`src/rtl/fetch_unit_if.sv`:
```
// -----------------------------------------------------------------------------
// fetch_unit_if
//   Bundles the fetch stage's external handshakes into one interface:
//     imem_req/imem_addr/imem_gnt      request/grant to instruction memory
//     imem_rvalid/imem_rdata           in-order responses from memory
//     redirect/redirect_pc             PC redirect from branch resolution
//     inst_valid/inst/inst_pc/inst_ready  instruction handoff to decode
//   modport master : the fetch unit side
//   modport slave  : the environment (memory + decode + branch unit)
// -----------------------------------------------------------------------------
interface fetch_unit_if;
    logic        imem_req;
    logic [31:0] imem_addr;
    logic        imem_gnt;
    logic        imem_rvalid;
    logic [31:0] imem_rdata;
    logic        redirect;
    logic [31:0] redirect_pc;
    logic        inst_valid;
    logic [31:0] inst;
    logic [31:0] inst_pc;
    logic        inst_ready;

    modport master (
        output imem_req, imem_addr, inst_valid, inst, inst_pc,
        input  imem_gnt, imem_rvalid, imem_rdata, redirect, redirect_pc, inst_ready
    );

    modport slave (
        input  imem_req, imem_addr, inst_valid, inst, inst_pc,
        output imem_gnt, imem_rvalid, imem_rdata, redirect, redirect_pc, inst_ready
    );
endinterface

```
`src/rtl/fetch_unit.sv`:
```
// -----------------------------------------------------------------------------
// fetch_unit
//   Instruction fetch stage. Holds the PC, issues word-aligned requests to
//   instruction memory, pairs each granted request with its PC in a small
//   FIFO, and buffers returned words in an in-order queue presented to decode
//   through a valid/ready handshake. A redirect restarts fetch at a new PC,
//   empties the queue and marks all in-flight responses for discard.
//
//   Ports:
//     clk  - single clock, all state on rising edge
//     rst  - asynchronous, active-high reset
//     bus  - fetch_unit_if.master (imem request/response, redirect, decode)
//
//   Parameters:
//     RESET_PC - PC of the first fetch after reset (word aligned)
//     QDEPTH   - queue entries and max in-flight-plus-buffered words
//                (power of two, >= 2)
//
//   Configuration macro:
//     FETCH_BYPASS_EN - when defined, a response arriving while the queue is
//                       empty and nothing is being discarded is presented to
//                       decode combinationally in the same cycle.
// -----------------------------------------------------------------------------
module fetch_unit #(
    parameter logic [31:0] RESET_PC = 32'h0000_0000,
    parameter int          QDEPTH   = 2
) (
    input  logic          clk,
    input  logic          rst,
    fetch_unit_if.master  bus
);
    localparam int AW = (QDEPTH > 1) ? $clog2(QDEPTH) : 1;
    localparam int CW = $clog2(QDEPTH + 1);
    localparam logic [CW:0] QDEPTH_W = (CW+1)'(QDEPTH);

    // Program counter
    logic [31:0]   pc_q, pc_d;

    // Instruction queue {word, pc}
    logic [31:0]   q_word_q [QDEPTH];
    logic [31:0]   q_word_d [QDEPTH];
    logic [31:0]   q_pc_q   [QDEPTH];
    logic [31:0]   q_pc_d   [QDEPTH];
    logic [AW-1:0] q_rd_q, q_rd_d;
    logic [AW-1:0] q_wr_q, q_wr_d;
    logic [CW-1:0] q_cnt_q, q_cnt_d;

    // In-flight tracking
    logic [CW-1:0] outst_q, outst_d;
    logic [CW-1:0] discard_q, discard_d;

    // PC of each granted request, in grant order
    logic [31:0]   rp_mem_q [QDEPTH];
    logic [31:0]   rp_mem_d [QDEPTH];
    logic [AW-1:0] rp_rd_q, rp_rd_d;
    logic [AW-1:0] rp_wr_q, rp_wr_d;

    // Handshake qualifiers
    logic          rvalid_eff;
    logic          head_valid;
    logic          bypass;
    logic          pop;
    logic          q_pop;
    logic          q_write;
    logic          grant;
    logic [CW:0]   occ_next;

    // Low PC bits of a redirect target are ignored by design.
    logic          unused_redirect_lsbs;
    assign unused_redirect_lsbs = ^bus.redirect_pc[1:0];

    // A response with nothing outstanding is a protocol violation; ignore it.
    assign rvalid_eff = bus.imem_rvalid & (outst_q != '0);
    assign head_valid = (q_cnt_q != '0);

`ifdef FETCH_BYPASS_EN
    // Forward a live response straight to decode when it would otherwise land
    // in an empty queue. Suppressed during redirect since that response is
    // squashed.
    assign bypass = rvalid_eff & ~head_valid & (discard_q == '0) & ~bus.redirect;
`else
    assign bypass = 1'b0;
`endif

    // Decode-facing outputs
    always_comb begin
        bus.inst_valid = head_valid | bypass;
        if (bypass) begin
            bus.inst    = bus.imem_rdata;
            bus.inst_pc = rp_mem_q[rp_rd_q];
        end else begin
            bus.inst    = q_word_q[q_rd_q];
            bus.inst_pc = q_pc_q[q_rd_q];
        end
    end

    assign pop   = bus.inst_valid & bus.inst_ready;
    assign q_pop = pop & head_valid;

    // Space check counts buffered plus in-flight words, crediting this
    // cycle's pop so the request stream keeps up with a ready decoder.
    assign occ_next     = {1'b0, q_cnt_q} + {1'b0, outst_q} - {{CW{1'b0}}, pop};
    assign bus.imem_req = ~rst & ~bus.redirect & (occ_next < QDEPTH_W);
    assign bus.imem_addr = pc_q;
    assign grant        = bus.imem_req & bus.imem_gnt;

    // A bypassed word that decode takes this cycle is never stored.
    assign q_write = rvalid_eff & (discard_q == '0) & ~(bypass & pop);

    always_comb begin
        pc_d      = pc_q;
        q_word_d  = q_word_q;
        q_pc_d    = q_pc_q;
        q_rd_d    = q_rd_q;
        q_wr_d    = q_wr_q;
        q_cnt_d   = q_cnt_q;
        outst_d   = outst_q;
        discard_d = discard_q;
        rp_mem_d  = rp_mem_q;
        rp_rd_d   = rp_rd_q;
        rp_wr_d   = rp_wr_q;

        // Issue
        if (grant) begin
            pc_d              = pc_q + 32'd4;
            rp_mem_d[rp_wr_q] = pc_q;
            rp_wr_d           = rp_wr_q + 1'b1;
        end
        outst_d = outst_q + {{(CW-1){1'b0}}, grant} - {{(CW-1){1'b0}}, rvalid_eff};

        // Response
        if (rvalid_eff) begin
            rp_rd_d = rp_rd_q + 1'b1;
            if (discard_q != '0) begin
                discard_d = discard_q - 1'b1;
            end
        end
        if (q_write) begin
            q_word_d[q_wr_q] = bus.imem_rdata;
            q_pc_d[q_wr_q]   = rp_mem_q[rp_rd_q];
            q_wr_d           = q_wr_q + 1'b1;
        end

        // Pop
        if (q_pop) begin
            q_rd_d = q_rd_q + 1'b1;
        end
        q_cnt_d = q_cnt_q + {{(CW-1){1'b0}}, q_write} - {{(CW-1){1'b0}}, q_pop};

        // Redirect overrides: everything still in flight (after this cycle's
        // response) becomes a word to drop.
        if (bus.redirect) begin
            pc_d      = {bus.redirect_pc[31:2], 2'b00};
            q_rd_d    = '0;
            q_wr_d    = '0;
            q_cnt_d   = '0;
            discard_d = outst_d;
        end
    end

    always_ff @(posedge clk or posedge rst) begin
        if (rst) begin
            pc_q      <= RESET_PC;
            q_rd_q    <= '0;
            q_wr_q    <= '0;
            q_cnt_q   <= '0;
            outst_q   <= '0;
            discard_q <= '0;
            rp_rd_q   <= '0;
            rp_wr_q   <= '0;
            for (int i = 0; i < QDEPTH; i++) begin
                q_word_q[i] <= '0;
                q_pc_q[i]   <= '0;
                rp_mem_q[i] <= '0;
            end
        end else begin
            pc_q      <= pc_d;
            q_word_q  <= q_word_d;
            q_pc_q    <= q_pc_d;
            q_rd_q    <= q_rd_d;
            q_wr_q    <= q_wr_d;
            q_cnt_q   <= q_cnt_d;
            outst_q   <= outst_d;
            discard_q <= discard_d;
            rp_mem_q  <= rp_mem_d;
            rp_rd_q   <= rp_rd_d;
            rp_wr_q   <= rp_wr_d;
        end
    end
endmodule

```
`src/flat_wrapper.sv`:
```
// flat-port wrapper written by rule: the top's interface ports become plain ports
module fetch_unit_flat 
#(
    parameter logic [31:0] RESET_PC = 32'h0000_0000,
    parameter int          QDEPTH   = 2
)
  (clk, rst, bus_imem_req, bus_imem_addr, bus_inst_valid, bus_inst, bus_inst_pc, bus_imem_gnt, bus_imem_rvalid, bus_imem_rdata, bus_redirect, bus_redirect_pc, bus_inst_ready);
  fetch_unit_if bus_i ();
  input  logic clk;
  input  logic rst;
  output wire logic [$bits(bus_i.imem_req)-1:0] bus_imem_req;
  output wire logic [$bits(bus_i.imem_addr)-1:0] bus_imem_addr;
  output wire logic [$bits(bus_i.inst_valid)-1:0] bus_inst_valid;
  output wire logic [$bits(bus_i.inst)-1:0] bus_inst;
  output wire logic [$bits(bus_i.inst_pc)-1:0] bus_inst_pc;
  input wire logic [$bits(bus_i.imem_gnt)-1:0] bus_imem_gnt;
  input wire logic [$bits(bus_i.imem_rvalid)-1:0] bus_imem_rvalid;
  input wire logic [$bits(bus_i.imem_rdata)-1:0] bus_imem_rdata;
  input wire logic [$bits(bus_i.redirect)-1:0] bus_redirect;
  input wire logic [$bits(bus_i.redirect_pc)-1:0] bus_redirect_pc;
  input wire logic [$bits(bus_i.inst_ready)-1:0] bus_inst_ready;
  assign bus_imem_req = bus_i.imem_req;
  assign bus_imem_addr = bus_i.imem_addr;
  assign bus_inst_valid = bus_i.inst_valid;
  assign bus_inst = bus_i.inst;
  assign bus_inst_pc = bus_i.inst_pc;
  assign bus_i.imem_gnt = bus_imem_gnt;
  assign bus_i.imem_rvalid = bus_imem_rvalid;
  assign bus_i.imem_rdata = bus_imem_rdata;
  assign bus_i.redirect = bus_redirect;
  assign bus_i.redirect_pc = bus_redirect_pc;
  assign bus_i.inst_ready = bus_inst_ready;
  fetch_unit #(.RESET_PC(RESET_PC), .QDEPTH(QDEPTH)) u_core (.clk(clk), .rst(rst), .bus(bus_i));
endmodule
```
`config.mk`:
```
export PLATFORM = sky130hd
export DESIGN_NAME = fetch_unit_flat
export DESIGN_NICKNAME = d
export VERILOG_FILES = /design/src/rtl/fetch_unit_if.sv /design/src/rtl/fetch_unit.sv /design/src/flat_wrapper.sv
export SDC_FILE = /design/constraint.sdc
export NUM_CORES = 1
export LEC_CHECK = 0
export CORE_ASPECT_RATIO = 1.2
export CORE_MARGIN = 1.5
export CORE_UTILIZATION = 54
export DETAILED_ROUTE_END_ITERATION = 6
export PLACE_DENSITY = 0.89
export SYNTH_ARGS = -nofsm -noshare
export SYNTH_HDL_FRONTEND = slang
export SYNTH_SLANG_ARGS = --single-unit
```
`constraint.sdc`:
```
create_clock -name clk -period 8.3 [get_ports clk]
set_input_delay 0.83 -clock clk [delete_from_list [all_inputs] [get_ports clk]]
set_output_delay 0.83 -clock clk [all_outputs]
set_load 0.005 [all_outputs]
```
# --- Word-level counts from Yosys, hierarchy flattened ---
# Index checks and enable logic that the tools add are counted.
op_classes:
  addsub: 12
  n_lt_le_gt_ge: 7
  muxes: 26
  bitwise: 13
  n_reduce_logical: 12
op_table:
  columns: ["cell", "count"]
  rows:
  - ["2-to-1 mux 32 bit", 13]
  - ["bitwise mux 64 bit", 3]
  - ["demux 32 bit (select 1 bit)", 2]
  - ["adder 32 x 3 -> 32 bit (second input constant)", 1]
  - ["nonzero test 2 bit", 8]
  - [">= comparator 2 bit (second input constant)", 4]
  - ["2-to-1 mux 2 bit", 4]
  - ["inverter 1 -> 2 bit", 4]
  - ["AND 1 bit", 7]
  - ["adder 1 bit (second input constant)", 4]
  - ["adder 2 x 1 -> 2 bit", 2]
  - ["less-than comparator 2 x 1 -> 1 bit (second input constant)", 2]
  - ["2-to-1 mux 1 bit", 4]
  - ["subtractor 2 x 1 -> 2 bit", 2]
  - ["adder 2 x 2 -> 3 bit", 1]
  - ["less-than comparator 3 x 2 -> 1 bit (second input constant)", 1]
  - ["subtractor 3 x 1 -> 3 bit", 1]
  - ["logical AND 1 bit", 2]
  - ["logical NOT 2 bit", 1]
  - ["inverter 1 bit", 2]
  - ["AND reduction 2 bit", 1]
  - ["subtractor 2 x 1 -> 2 bit (second input constant)", 1]
totals:
  regBits: 234
  out_inout_bits: 98
  word_cells: 84

# --- Depth between registers and ports, before layout ---
# Gate-level depths: netlist of run 1.
depth:
  word_depth: 9
  mapped_depth: 16
  mapped_depth_nobuf: 15

# --- Worst setup path before layout of run 1 ---
# Ideal clock, no wire load.
synth_timing:
  path_type: "in2reg"
  startpoint: "in bus_inst_ready"
  endpoint: "reg u_core.rp_mem_q[34] (netlist name)"
  setup_ns: 0.125
  arrival_ns: 2.933
  t_required_ns: 8.175
  setup_slack_ns: 5.243
  stages: 11
  n_path_buf: 2
  cell_sequence: "and2_1 -> ha_1 -> inv_1 -> nand2_1 -> fa_1 -> xor2_1 -> nand4_1 -> clkbuf_1 -> nor2_1 -> buf_2 -> mux2_2"
synth_between:
  elab_chain_len: 5
synth_rtl:
  columns: ["item", "line_no", "rtl"]
  rows:
  - ["start, declared", "flat_wrapper.sv:21", "input wire logic [$bits(bus_i.inst_ready)-1:0] bus_inst_ready;"]
  - ["AND 1 bit", "fetch_unit.sv:97", "assign pop = bus.inst_valid & bus.inst_ready;"]
  - ["subtractor 3 x 1 -> 3 bit", "fetch_unit.sv:102", "assign occ_next = {1'b0, q_cnt_q} + {1'b0, outst_q} - {{CW{1'b0}}, pop};"]
  - ["less-than comparator 3 x 2 -> 1 bit", "fetch_unit.sv:103", "assign bus.imem_req = ~rst & ~bus.redirect & (occ_next < QDEPTH_W);"]
  - ["AND 1 bit", "fetch_unit.sv:103", null]
  - ["AND 1 bit", "fetch_unit.sv:105", "assign grant = bus.imem_req & bus.imem_gnt;"]
  - ["end signal, assigned", "fetch_unit.sv:185", "rp_mem_q <= rp_mem_d;"]
  - ["end, declared", "fetch_unit.sv:53", "logic [31:0] rp_mem_q [QDEPTH];"]
# No other way between the ends.
# A chain may end at the register's enable or synchronous reset.

# --- Worst setup path in the final report of run 1 ---
layout_timing:
  startpoint: "in bus_inst_ready"
  endpoint: "reg u_core.rp_mem_q[20] (netlist name)"
# The elaborated chain is that of the path after synthesis.

==> impl_metrics.prom, run 1 <==
# TYPE chip_impl_metric gauge
chip_impl_metric{name="synthCells",unit=""} 838
chip_impl_metric{name="fill_cell_instance_count_of_the_final_layout",unit=""} 1267
chip_impl_metric{name="antenna_diode_count",unit=""} 0
chip_impl_info{name="path_delay_family",value="buffers and inverters"} 1
chip_impl_metric{name="gp_congestion",unit=""} 0.797
chip_impl_metric{name="total_iterations_of_the_first_detailed_routing_run",unit=""} 5
chip_impl_metric{name="h-tree-depth",unit=""} 1
chip_impl_metric{name="util_after_layout",unit="%"} 69.4
chip_impl_metric{name="synth_area",unit="sq mm"} 0.0101
chip_impl_info{name="synth.largest_area_cell",value="sky130_fd_sc_hd__dfrtp_1"} 1
chip_impl_metric{name="post_layout_nonfiller_instances",unit=""} 1221
chip_impl_metric{name="synth-edff-count",unit=""} 0
chip_impl_info{name="r2r_endpoint",value="u_core.rp_mem_q[20]"} 1
chip_impl_metric{name="tritoncts_num_sinks",unit=""} 224
chip_impl_info{name="clock_tree.root_cell",value="sky130_fd_sc_hd__clkbuf_16"} 1
chip_impl_metric{name="cts_buffers",unit=""} 23
chip_impl_info{name="rsz_0062_raised_after_global_routing",value="false"} 1
chip_impl_metric{name="timing.critical_path.depth",unit=""} 13
chip_impl_metric{name="route.detailed.drc",unit=""} 0
chip_impl_metric{name="route.final.wire_length",unit="um"} 22400
chip_impl_metric{name="drt_first_iter_violations",unit=""} 373
chip_impl_metric{name="routed-via-count",unit=""} 7014
chip_impl_metric{name="antenna_violations_before_repair",unit=""} 0
chip_impl_metric{name="yosys_warnings",unit=""} 0
chip_impl_metric{name="core_area",unit="sq mm"} 0.0182
chip_impl_metric{name="final_hold_viol_count",unit=""} 0
chip_impl_metric{name="fp.dieW",unit="um"} 128
chip_impl_metric{name="critPathMaxFanout",unit=""} 29
chip_impl_metric{name="pre_cts_slack",unit="ns"} 3.75
chip_impl_metric{name="cts.repair.resized",unit=""} 0
chip_impl_metric{name="crit_path_max_cell_delay",unit="ns"} 0.46
chip_impl_metric{name="grt_pass1_wl",unit="um"} 36300
chip_impl_info{name="layout.cells.most_common_list",value="sky130_fd_sc_hd__dfrtp_1, sky130_fd_sc_hd__mux2_2, sky130_fd_sc_hd__clkdlybuf4s50_1"} 1
chip_impl_info{name="cts_tree",value="yes"} 1
chip_impl_info{name="setup.worst_path.end_class",value="flop"} 1
chip_impl_metric{name="cts_stage_hold_buffer_count",unit=""} 0
chip_impl_metric{name="port-buffer-count",unit=""} 161
chip_impl_metric{name="synth_area_per_inst",unit="sq um"} 12.1
chip_impl_metric{name="pin_count_of_the_biggest_net_entering_global_routing",unit=""} 153
chip_impl_info{name="cp-endpoint",value="u_core.rp_mem_q[20]"} 1
chip_impl_metric{name="start_util",unit="%"} 55.5
chip_impl_info{name="hold_path.class",value="flop to flop"} 1
chip_impl_metric{name="worst_ir_drop_vdd",unit="uV"} 165
chip_impl_info{name="layout.cells.most_common",value="sky130_fd_sc_hd__dfrtp_1"} 1
chip_impl_metric{name="power.density_cell_area",unit="mW/mm^2"} 361
chip_impl_info{name="post_synth_main_area_contributors",value="sky130_fd_sc_hd__dfrtp_1, sky130_fd_sc_hd__mux2_2, sky130_fd_sc_hd__mux2i_1"} 1
chip_impl_metric{name="synthDistinctLibCells",unit=""} 45
chip_impl_metric{name="timing.reg2reg.worst_path_depth",unit=""} 14
chip_impl_metric{name="die_area",unit="sq mm"} 0.0196
chip_impl_metric{name="slew_viol_final",unit=""} 0
chip_impl_metric{name="r2r_setup_slack",unit="ns"} 4.42
chip_impl_metric{name="multiInputGateArea",unit="sq mm"} 0.00425
chip_impl_metric{name="crit_buf_inv",unit=""} 5
chip_impl_metric{name="synth-seq-cells",unit=""} 224
chip_impl_metric{name="floorplan.io_pins",unit=""} 168
chip_impl_metric{name="timing.final.crit_share",unit="%"} 49.0
chip_impl_metric{name="required",unit="ns"} 8.69
chip_impl_metric{name="finalSetupTns",unit="ns"} 0
chip_impl_metric{name="postSynth.asyncResetShare",unit="%"} 100
chip_impl_info{name="crit_path_start",value="bus_inst_ready"} 1
chip_impl_metric{name="setup_viol",unit=""} 0
chip_impl_info{name="setup.worst_path.start_class",value="input port"} 1
chip_impl_info{name="path_cells",value="clkdlybuf4s50_1, and2_1, ha_1, inv_1, nand2_1, fa_1, xor2_1, nand4_1, buf_4, inv_1, nand2_1, buf_4, mux2_2"} 1
chip_impl_metric{name="placed_cells",unit=""} 1181
chip_impl_metric{name="achievable-frequency",unit="MHz"} 246
chip_impl_metric{name="post_route_cells_drive_above_1_share",unit="%"} 24.4
chip_impl_metric{name="number_of_global_route_vias_before_repair",unit=""} 7238
chip_impl_metric{name="fin_nets",unit=""} 1061
chip_impl_info{name="synth_top_flop_cell",value="sky130_fd_sc_hd__dfrtp_1"} 1
chip_impl_metric{name="globalRouteOverflowTotal",unit=""} 0
chip_impl_metric{name="postLayoutSetupSlackWorst",unit="ns"} 4.24
chip_impl_metric{name="cts.path.max_buffers",unit=""} 3
chip_impl_metric{name="global_route.usage.total",unit="%"} 22.9
chip_impl_metric{name="ant_nets",unit=""} 0
chip_impl_metric{name="die_y",unit="um"} 153
chip_impl_metric{name="layout-area-overhead-vs-synth",unit="%"} 25.1
chip_impl_metric{name="cellLeakagePower",unit="nW"} 5.61
chip_impl_metric{name="synth_top_area_share",unit="%"} 55.4
chip_impl_metric{name="post_drt_via_cell_ratio",unit=""} 5.74
chip_impl_metric{name="yosysSeqAreaShare",unit="%"} 55.4
chip_impl_info{name="timing.setup.critical_path_class",value="input port to flop"} 1
chip_impl_metric{name="cts_setup_buffers",unit=""} 0
chip_impl_metric{name="clkTransAtPathRegs",unit="ns"} 0.06
chip_impl_metric{name="critPathArrivalTime",unit="ns"} 4.45
chip_impl_metric{name="timing.max_cap.violations",unit=""} 0
chip_impl_metric{name="rows",unit=""} 54
chip_impl_metric{name="clkLatencyLatePin",unit="ns"} 0.51
chip_impl_metric{name="seq_area",unit="sq mm"} 0.00561
chip_impl_info{name="reg2reg_from",value="u_core.q_cnt_q[1]"} 1
chip_impl_metric{name="route.detailed.wl_per_inst",unit="um"} 18.3
chip_impl_metric{name="hpwlAfterDp",unit="um"} 14300
chip_impl_info{name="run_status",value="complete, no violations"} 1
chip_impl_metric{name="max-slew-margin-rel",unit="%"} 31.0
chip_impl_metric{name="final_period_minus_worst_setup_slack",unit="ns"} 4.06
chip_impl_metric{name="fin_skew",unit="ns"} 0.0166
chip_impl_metric{name="hold_slack",unit="ns"} 0.475
chip_impl_info{name="critPathSlowestCell",value="sky130_fd_sc_hd__nand2_1"} 1
chip_impl_metric{name="timing_worst_slew_pin_value",unit="ns"} 1.03
## power breakdown
part / switching, mW / internal [mW]
Sequential: 0.313 / 1.53
Combinational: 0.650 / 1.02
Clock: 0.409 / 0.644
Total: 1.37 / 3.20
## tightest hold or removal path: cells and delay by family, from the launching register on
kind,cells,cell delay [ns]
AO/OA/AOI/OAI,1,0.06
flip-flops,1,0.34
AND/OR/NAND/NOR,1,0.04
## layout make-up
type / count / share of cell area, %
clock buffers: 36 / 5.57
clock inverters: 4 / 0.613
inverters: 15 / 0.504
multi-input cells: 549 / 33.6
flip-flops and latches: 224 / 44.3
well taps: 224 / 2.21
repair buffers: 169 / 13.2
## cell usage after synthesis, types with 9 or more instances
| master | count |
|---|---|
| sky130_fd_sc_hd__o21ai_0 | 55 |
| sky130_fd_sc_hd__xnor2_1 | 13 |
| sky130_fd_sc_hd__mux2i_1 | 35 |
| sky130_fd_sc_hd__nand3_1 | 14 |
| sky130_fd_sc_hd__mux2_2 | 186 |
| sky130_fd_sc_hd__nor3_1 | 9 |
| sky130_fd_sc_hd__buf_2 | 18 |
| sky130_fd_sc_hd__inv_1 | 15 |
| sky130_fd_sc_hd__nor2_1 | 56 |
| sky130_fd_sc_hd__dfrtp_1 | 224 |
| sky130_fd_sc_hd__a21oi_1 | 35 |
| sky130_fd_sc_hd__clkbuf_1 | 26 |
| sky130_fd_sc_hd__nand2_1 | 72 |
## cell families after synthesis
kind of cell | after synthesis | synth area share [%]
xor gates and xnor gates | 16 | 1.38
and+or+nand+nor | 183 | 8.40
AOI/OAI and AO/OA | 116 | 6.54
adders and majority gates | 9 | 1.19
other | 1 | 0.0371
buffers and inverters | 68 | 2.89
DFF | 224 | 55.4
muxes | 221 | 24.2
## per-layer routing
layer  wire length (um)  GRT usage, %
met5                  0             0
met4                622          8.19
met3               1080          2.63
met2              11300          40.0
met1               9330          29.4
## state kept, by name, indices dropped and copies added, names as in the netlist
| name | cells |
|---|---|
| u_core.q_wr_q | 1 |
| u_core.rp_wr_q | 1 |
| u_core.q_pc_q | 60 |
| u_core.bus.imem_addr | 30 |
| u_core.rp_mem_q | 60 |
| u_core.q_word_q | 64 |
| u_core.rp_rd_q | 1 |
| u_core.q_rd_q | 1 |
| u_core.discard_q | 2 |
| u_core.q_cnt_q | 2 |
| u_core.outst_q | 2 |
## through the flow
stage	power, mW	area [sq um]
floorplan	2.77	10100
global placement	3.43	11900
detailed placement	3.52	11900
CTS	4.61	12700
global route	4.83	12700
finish	4.57	12700
## worst min path at each step
stage | slack, ns | endpoint | startpoint | cells after the start
6_report | 0.47 | u_core.q_pc_q[14] | u_core.q_pc_q[14] | 2
5_1_grt | 0.50 | u_core.q_pc_q[9] | u_core.q_pc_q[9] | 2
4_1_cts | 0.48 | u_core.q_pc_q[3] | u_core.q_pc_q[3] | 2
3_5_place_dp | 0.46 | u_core.q_pc_q[21] | u_core.q_pc_q[21] | 2
3_3_place_gp | 0.45 | u_core.q_pc_q[15] | u_core.q_pc_q[15] | 2
2_1_floorplan | 0.44 | u_core.q_pc_q[10] | u_core.q_pc_q[10] | 2
No activity file was read; power rests on OpenSTA's default activity.
==> run 2: changes to the inputs <==
--- a/config.mk
+++ b/config.mk
@@ -7,9 +7,9 @@
 export LEC_CHECK = 0
 export CORE_ASPECT_RATIO = 1.2
 export CORE_MARGIN = 1.5
-export CORE_UTILIZATION = 54
+export CORE_UTILIZATION = 48
 export DETAILED_ROUTE_END_ITERATION = 6
-export PLACE_DENSITY = 0.89
+export PLACE_DENSITY = 0.84
 export SYNTH_ARGS = -nofsm -noshare
 export SYNTH_HDL_FRONTEND = slang
 export SYNTH_SLANG_ARGS = --single-unit
==> constraint.sdc (replaced) <==
create_clock -name clk -period 3.4 [get_ports clk]
set_input_delay 0.34 -clock clk [delete_from_list [all_inputs] [get_ports clk]]
set_output_delay 0.34 -clock clk [all_outputs]
set_load 0.005 [all_outputs]
==> run 2 against run 1 <==
Setup slack lost 4.1 ns. Combinational power increased to 2.5 times the previous value. Routed wire length down 2.9%. Final cell count is 4.4% higher. Worst hold slack got worse by 0.074 ns. Power is 140% higher. Flip-flop and latch count is the same. Register-to-register slack got worse by 4.1 ns. Sequential share of layout area decreased by 0.59 points. Non-clock buffer count grew 8. Die area increased by 12%. Largest cell class unchanged. Critical path depth shrank 3.
==> impl_metrics.prom, run 2 (synthesis results as in run 1) <==
# TYPE chip_impl_metric gauge
chip_impl_info{name="path_delay_family",value="buffers and inverters"} 1
chip_impl_metric{name="core_area",unit="sq mm"} 0.0208
chip_impl_metric{name="crit_path_max_cell_delay",unit="ns"} 0.50
chip_impl_info{name="timing.setup.critical_path_class",value="flop to primary output"} 1
chip_impl_info{name="cts_tree",value="yes"} 1
chip_impl_metric{name="util_after_layout",unit="%"} 61.6
chip_impl_metric{name="achievable-frequency",unit="MHz"} 309
chip_impl_metric{name="largest_register_ff_count",unit=""} 64
chip_impl_metric{name="antenna_diode_count",unit=""} 0
chip_impl_metric{name="route.final.wire_length",unit="um"} 21700
chip_impl_metric{name="fin_skew",unit="ns"} 0.0159
chip_impl_metric{name="rows",unit=""} 58
chip_impl_info{name="regMostFlops",value="u_core.q_word_q"} 1
chip_impl_metric{name="ant_nets",unit=""} 0
chip_impl_info{name="setup.worst_path.start_class",value="flop"} 1
chip_impl_metric{name="routed-via-count",unit=""} 6939
chip_impl_metric{name="critPathMaxFanout",unit=""} 3
chip_impl_metric{name="crit_buf_inv",unit=""} 3
chip_impl_metric{name="hpwlAfterDp",unit="um"} 14400
chip_impl_metric{name="post_drt_via_cell_ratio",unit=""} 5.44
chip_impl_metric{name="max-slew-margin-rel",unit="%"} 38.3
chip_impl_metric{name="timing.critical_path.depth",unit=""} 10
chip_impl_info{name="path_cells",value="inv_1, nand2_1, and2_1, ha_1, inv_1, nand2_1, fa_1, xor2_1, and3_1, clkdlybuf4s50_1"} 1
chip_impl_metric{name="fp.dieW",unit="um"} 136
chip_impl_metric{name="route.detailed.drc",unit=""} 0
chip_impl_info{name="reg.largest.list",value="u_core.q_word_q x64, u_core.q_pc_q x60, u_core.rp_mem_q x60"} 1
chip_impl_metric{name="cts.repair.resized",unit=""} 0
chip_impl_metric{name="timing.max_cap.violations",unit=""} 0
chip_impl_metric{name="final_period_minus_worst_setup_slack",unit="ns"} 3.24
chip_impl_metric{name="total_iterations_of_the_first_detailed_routing_run",unit=""} 6
chip_impl_info{name="critPathSlowestCell",value="sky130_fd_sc_hd__clkdlybuf4s50_1"} 1
chip_impl_metric{name="tritoncts_num_sinks",unit=""} 224
chip_impl_metric{name="globalRouteOverflowTotal",unit=""} 0
chip_impl_metric{name="port-buffer-count",unit=""} 161
chip_impl_metric{name="worst_ir_drop_vdd",unit="uV"} 426
chip_impl_metric{name="post_route_cells_drive_above_1_share",unit="%"} 25.2
chip_impl_metric{name="number_of_global_route_vias_before_repair",unit=""} 7121
chip_impl_metric{name="slew_viol_final",unit=""} 0
chip_impl_metric{name="cts_setup_buffers",unit=""} 0
chip_impl_metric{name="start_util",unit="%"} 48.6
chip_impl_metric{name="route.detailed.wl_per_inst",unit="um"} 17.0
chip_impl_metric{name="grt_pass1_wl",unit="um"} 35700
chip_impl_metric{name="die_y",unit="um"} 162
chip_impl_info{name="layout.cells.most_common_list",value="sky130_fd_sc_hd__dfrtp_1, sky130_fd_sc_hd__mux2_2, sky130_fd_sc_hd__clkdlybuf4s50_1"} 1
chip_impl_metric{name="drt_first_iter_violations",unit=""} 297
chip_impl_metric{name="cellLeakagePower",unit="nW"} 5.66
chip_impl_metric{name="fin_nets",unit=""} 1068
chip_impl_metric{name="clkTransAtPathRegs",unit="ns"} 0.06
chip_impl_metric{name="die_area",unit="sq mm"} 0.0220
chip_impl_metric{name="hold_path_depth",unit=""} 3
chip_impl_metric{name="cts.path.max_buffers",unit=""} 3
chip_impl_info{name="hold_path.class",value="input port to flop"} 1
chip_impl_metric{name="h-tree-depth",unit=""} 1
chip_impl_metric{name="timing_worst_slew_pin_value",unit="ns"} 0.925
chip_impl_metric{name="final_hold_viol_count",unit=""} 0
chip_impl_metric{name="antenna_violations_before_repair",unit=""} 0
chip_impl_info{name="layout.cells.most_common",value="sky130_fd_sc_hd__dfrtp_1"} 1
chip_impl_metric{name="cts_stage_hold_buffer_count",unit=""} 0
chip_impl_info{name="rsz_0062_raised_after_global_routing",value="false"} 1
chip_impl_info{name="clock_tree.root_cell",value="sky130_fd_sc_hd__clkbuf_16"} 1
chip_impl_info{name="setup.worst_path.end_class",value="primary output"} 1
chip_impl_metric{name="gp_congestion",unit=""} 0.800
chip_impl_metric{name="floorplan.io_pins",unit=""} 168
chip_impl_metric{name="finalSetupTns",unit="ns"} 0
chip_impl_metric{name="clkLatencyLatePin",unit="ns"} 0.50
chip_impl_metric{name="power.density_cell_area",unit="mW/mm^2"} 866
chip_impl_metric{name="fill_cell_instance_count_of_the_final_layout",unit=""} 1598
chip_impl_info{name="run_status",value="complete, no violations"} 1
chip_impl_metric{name="global_route.usage.total",unit="%"} 20.0
chip_impl_metric{name="timing.reg2reg.worst_path_depth",unit=""} 13
chip_impl_metric{name="timing.final.crit_share",unit="%"} 95.2
chip_impl_metric{name="pin_count_of_the_biggest_net_entering_global_routing",unit=""} 175
chip_impl_metric{name="critPathArrivalTime",unit="ns"} 2.90
chip_impl_metric{name="setup_viol",unit=""} 0
chip_impl_metric{name="cts_buffers",unit=""} 22
chip_impl_metric{name="layout-area-overhead-vs-synth",unit="%"} 26.7
chip_impl_metric{name="required",unit="ns"} 3.06
-- run 2: cell types whose count changed in the layout (fill, tap and decap cells not counted), moves of 3 or more --
| cell | delta |
|---|---|
| sky130_fd_sc_hd__buf_12 | +5 |
| sky130_fd_sc_hd__clkinvlp_4 | +3 |
| sky130_fd_sc_hd__clkbuf_1 | -3 |
| sky130_fd_sc_hd__buf_4 | +3 |
-- run 2: per-stage QoR --
step / instance area [sq um] / std cells / hold WS [ns] / setup slack (ns) / total power, mW
global placement: 12000 / 1235 / 0.455 / 0.269 / 8.43
floorplan: 10100 / 841 / 0.444 / 0.136 / 6.76
CTS: 12800 / 1275 / 0.381 / 0.125 / 11.2
global route: 12800 / 1275 / 0.411 / 0.0138 / 11.8
finish: 12800 / 1275 / 0.400 / 0.162 / 11.1
detailed placement: 12000 / 1235 / 0.466 / 0.196 / 8.63
-- run 2: power breakdown --
group / total (mW) / internal [mW] / leakage, nW / switching (mW)
combinational: 4.20 / 2.53 / 2.46 / 1.67
clock: 2.51 / 1.53 / 0.380 / 0.985
sequential: 4.39 / 3.74 / 2.82 / 0.651
total: 11.1 / 7.80 / 5.66 / 3.31
-- run 2: layout make-up --
class | instances | area, sq um | area share (%)
clock buffers | 35 | 721 | 5.62
clock inverters | 5 | 55.1 | 0.429
inverters | 15 | 60.1 | 0.468
multi-input cells | 549 | 4250 | 33.2
flip-flops and latches | 224 | 5610 | 43.7
well taps | 270 | 338 | 2.63
repair buffers | 177 | 1790 | 14.0
-- run 2: worst register-to-register path, cell delays in order, from the launching register on --
cell	delay, ns
sky130_fd_sc_hd__dfrtp_1	0.40
sky130_fd_sc_hd__inv_1	0.09
sky130_fd_sc_hd__nand2_1	0.07
sky130_fd_sc_hd__and2_1	0.19
sky130_fd_sc_hd__ha_1	0.27
sky130_fd_sc_hd__inv_1	0.07
sky130_fd_sc_hd__nand2_1	0.07
sky130_fd_sc_hd__fa_1	0.37
sky130_fd_sc_hd__xor2_1	0.19
sky130_fd_sc_hd__nand4_1	0.16
sky130_fd_sc_hd__inv_1	0.24
sky130_fd_sc_hd__and4_1	0.34
sky130_fd_sc_hd__a41oi_1	0.14
sky130_fd_sc_hd__a211o_1	0.29
-- run 2: path summary, 6_finish.rpt --
| path | startpoint | end | slack [ns] |
|---|---|---|---|
| min reg2reg | u_core.q_pc_q[11] | u_core.q_pc_q[11] | 0.47 |
| max | u_core.q_cnt_q[1] | bus_imem_req | 0.16 |
| max in group asynchronous | rst | u_core.q_word_q[40] | 2.20 |
| min in group asynchronous | rst | u_core.q_word_q[31] | 0.45 |
| min | bus_redirect_pc[6] | u_core.bus.imem_addr[6] | 0.40 |
| max reg2reg | u_core.q_cnt_q[1] | u_core.bus.imem_addr[25] | 0.36 |
-- run 2: per-layer routing --
layer | routed length (um) | share of wire, % | global-route usage, %
met1 | 9130 | 42 | 26.0
met2 | 11000 | 51 | 34.5
met3 | 1090 | 5.0 | 2.72
met4 | 493 | 2.3 | 6.45
met5 | 0 | 0 | 0
==> run 3: changes to the inputs <==
--- a/config.mk
+++ b/config.mk
@@ -5,11 +5,13 @@
 export SDC_FILE = /design/constraint.sdc
 export NUM_CORES = 1
 export LEC_CHECK = 0
+export CAP_MARGIN = 15
 export CORE_ASPECT_RATIO = 1.2
 export CORE_MARGIN = 1.5
 export CORE_UTILIZATION = 48
 export DETAILED_ROUTE_END_ITERATION = 6
 export PLACE_DENSITY = 0.84
+export SETUP_SLACK_MARGIN = 0.05
 export SYNTH_ARGS = -nofsm -noshare
 export SYNTH_HDL_FRONTEND = slang
 export SYNTH_SLANG_ARGS = --single-unit
==> run 3 against run 2 <==
Setup slack improved by 0.050 ns. Routed wire length decreased by 0.29%. Global-route usage unchanged. Clock power about the same. Maximum frequency increased by 1.6%. Critical endpoint unchanged. Largest cell class unchanged.
==> impl_metrics.prom, run 3 (synthesis results as in run 1) <==
# TYPE chip_impl_metric gauge
chip_impl_info{name="run_status",value="complete, no violations"} 1
chip_impl_metric{name="post_layout_nonfiller_instances",unit=""} 1276
chip_impl_info{name="setup.worst_path.end_class",value="primary output"} 1
chip_impl_info{name="worstHoldStart",value="bus_redirect_pc[6]"} 1
chip_impl_metric{name="critPathArrivalTime",unit="ns"} 2.85
chip_impl_metric{name="core_area",unit="sq mm"} 0.0208
chip_impl_metric{name="timing.final.crit_share",unit="%"} 93.7
chip_impl_metric{name="hold_path_depth",unit=""} 3
chip_impl_info{name="clock_tree.root_cell",value="sky130_fd_sc_hd__clkbuf_16"} 1
chip_impl_metric{name="max-slew-margin-rel",unit="%"} 37.7
chip_impl_info{name="layout.cells.most_common",value="sky130_fd_sc_hd__dfrtp_1"} 1
chip_impl_metric{name="fp.dieW",unit="um"} 136
chip_impl_metric{name="groute.layer.met2.usage",unit="%"} 34.5
chip_impl_metric{name="number_of_global_route_vias_before_repair",unit=""} 7121
chip_impl_metric{name="hpwlAfterDp",unit="um"} 14400
chip_impl_metric{name="globalRouteOverflowTotal",unit=""} 0
chip_impl_metric{name="worst_ir_drop_vdd",unit="uV"} 426
chip_impl_metric{name="ant_nets",unit=""} 0
chip_impl_info{name="top_usage_layer",value="met2"} 1
chip_impl_metric{name="port-buffer-count",unit=""} 161
chip_impl_metric{name="grt_pass1_wl",unit="um"} 35700
chip_impl_metric{name="clkTransAtPathRegs",unit="ns"} 0.06
chip_impl_metric{name="floorplan.io_pins",unit=""} 168
chip_impl_metric{name="layout-area-overhead-vs-synth",unit="%"} 26.8
chip_impl_metric{name="timing.reg2reg.worst_path_depth",unit=""} 13
chip_impl_metric{name="cts_buffers",unit=""} 22
chip_impl_metric{name="antenna_violations_before_repair",unit=""} 0
chip_impl_metric{name="critPathMaxFanout",unit=""} 3
chip_impl_metric{name="achievable-frequency",unit="MHz"} 314
chip_impl_metric{name="multiInputGateArea",unit="sq mm"} 0.00425
chip_impl_metric{name="final_period_minus_worst_setup_slack",unit="ns"} 3.19
chip_impl_metric{name="routed-via-count",unit=""} 6926
chip_impl_metric{name="route.detailed.wl_per_inst",unit="um"} 17.0
chip_impl_info{name="cts_tree",value="yes"} 1
chip_impl_metric{name="r2r_setup_slack",unit="ns"} 0.43
chip_impl_info{name="regMostFlops",value="u_core.q_word_q"} 1
chip_impl_metric{name="rows",unit=""} 58
chip_impl_metric{name="use_met1",unit="%"} 26.0
chip_impl_metric{name="route.detailed.drc",unit=""} 0
chip_impl_metric{name="largest_register_ff_count",unit=""} 64
chip_impl_metric{name="placed_cells",unit=""} 1235
chip_impl_metric{name="seq_area",unit="sq mm"} 0.00561
chip_impl_metric{name="route.final.wire_length",unit="um"} 21600
chip_impl_metric{name="fin_nets",unit=""} 1069
chip_impl_metric{name="gp_congestion",unit=""} 0.800
chip_impl_metric{name="fin_skew",unit="ns"} 0.0166
chip_impl_metric{name="required",unit="ns"} 3.06
chip_impl_info{name="hold_path.class",value="input port to flop"} 1
chip_impl_info{name="r2r_endpoint",value="u_core.bus.imem_addr[25]"} 1
chip_impl_metric{name="antenna_diode_count",unit=""} 0
chip_impl_metric{name="die_y",unit="um"} 162
chip_impl_metric{name="timing.max_cap.violations",unit=""} 0
chip_impl_info{name="reg2reg_from",value="u_core.q_cnt_q[0]"} 1
chip_impl_metric{name="total_iterations_of_the_first_detailed_routing_run",unit=""} 5
chip_impl_metric{name="die_area",unit="sq mm"} 0.0220
chip_impl_metric{name="setup_viol",unit=""} 0
chip_impl_metric{name="cts_stage_hold_buffer_count",unit=""} 0
chip_impl_metric{name="start_util",unit="%"} 48.6
chip_impl_metric{name="gr-usage-met3",unit="%"} 2.72
chip_impl_metric{name="clkLatencyLatePin",unit="ns"} 0.50
chip_impl_info{name="hold_end",value="u_core.bus.imem_addr[6]"} 1
chip_impl_metric{name="pnr_total_power",unit="mW"} 11.1
chip_impl_info{name="setup.worst_path.start_class",value="flop"} 1
chip_impl_metric{name="post_route_cells_drive_above_1_share",unit="%"} 25.3
chip_impl_metric{name="cts.path.max_buffers",unit=""} 3
chip_impl_metric{name="tritoncts_num_sinks",unit=""} 224
chip_impl_metric{name="power.density_cell_area",unit="mW/mm^2"} 866
chip_impl_info{name="reg.largest.list",value="u_core.q_word_q x64, u_core.q_pc_q x60, u_core.rp_mem_q x60"} 1
chip_impl_info{name="layout.cells.most_common_list",value="sky130_fd_sc_hd__dfrtp_1, sky130_fd_sc_hd__mux2_2, sky130_fd_sc_hd__clkdlybuf4s50_1"} 1
chip_impl_info{name="timing.setup.critical_path_class",value="flop to primary output"} 1
chip_impl_metric{name="final_hold_viol_count",unit=""} 0
chip_impl_metric{name="timing_worst_slew_pin_value",unit="ns"} 0.934
chip_impl_metric{name="global_route.usage.total",unit="%"} 20.0
chip_impl_metric{name="h-tree-depth",unit=""} 1
chip_impl_metric{name="cellLeakagePower",unit="nW"} 5.67
chip_impl_metric{name="post_drt_via_cell_ratio",unit=""} 5.43
chip_impl_metric{name="drt_first_iter_violations",unit=""} 328
chip_impl_metric{name="finalSetupTns",unit="ns"} 0
chip_impl_info{name="rsz_0062_raised_after_global_routing",value="false"} 1
chip_impl_metric{name="hold_slack",unit="ns"} 0.400
chip_impl_metric{name="fill_cell_instance_count_of_the_final_layout",unit=""} 1596
chip_impl_metric{name="pin_count_of_the_biggest_net_entering_global_routing",unit=""} 175
chip_impl_metric{name="slew_viol_final",unit=""} 0
-- run 3: what timing repair did --
item,CTS,global route
endpoints found under the setup margin,0,1
resized for setup,0,1
setup buffers,0,1
-- run 3: routing by layer --
metal | share of wire, % | wire (um) | vias up
met5 | 0 | 0 | -
li1 | - | - | 3249
met2 | 51 | 11000 | 207
met3 | 5.0 | 1090 | 34
met4 | 2.2 | 482 | 0
met1 | 42 | 9080 | 3436
-- run 3: worst max-delay path by stage --
stage / depth (start not counted) / endpoint / startpoint
after floorplan: 1 / u_core.bus.imem_addr[10] / rst
after global placement: 12 / u_core.bus.imem_addr[25] / bus_inst_ready
after detailed placement: 12 / u_core.bus.imem_addr[25] / bus_inst_ready
after CTS: 10 / bus_imem_req / u_core.q_cnt_q[1]
after global routing: 10 / bus_imem_req / u_core.q_cnt_q[1]
final: 10 / bus_imem_req / u_core.q_cnt_q[0]
-- run 3: where the power goes --
group | total [mW] | internal, mW | switching [mW]
registers | 4.39 | 3.74 | 0.651
clock network | 2.51 | 1.53 | 0.982
logic | 4.20 | 2.53 | 1.67
total | 11.1 | 7.80 | 3.31
-- run 3: worst max-delay path, stage by stage (launching register included) --
cell,delay [ns]
sky130_fd_sc_hd__dfrtp_1,0.36
sky130_fd_sc_hd__inv_1,0.09
sky130_fd_sc_hd__nand2_1,0.07
sky130_fd_sc_hd__and2_1,0.19
sky130_fd_sc_hd__ha_1,0.27
sky130_fd_sc_hd__inv_1,0.07
sky130_fd_sc_hd__nand2_1,0.06
sky130_fd_sc_hd__fa_1,0.37
sky130_fd_sc_hd__xor2_1,0.17
sky130_fd_sc_hd__and3_1,0.17
sky130_fd_sc_hd__clkdlybuf4s50_1,0.50
-- run 3: area by class of cell --
cell class	instances	area share (%)
inverter	15	0.468
timing repair buffer	178	14.0
clock inverter	5	0.429
sequential	224	43.7
multi-input combinational	549	33.2
tap	270	2.63
clock buffer	35	5.62
-- run 3: per-stage QoR --
stage / instance area (sq um) / worst slack, ns / utilization [%]
detailed placement: 12000 / 0.196 / 57.8
global placement: 12000 / 0.269 / 57.8
global route: 12800 / 0.0726 / 61.6
floorplan: 10100 / 0.136 / -
finish: 12800 / 0.213 / 61.6
CTS: 12800 / 0.125 / 61.6
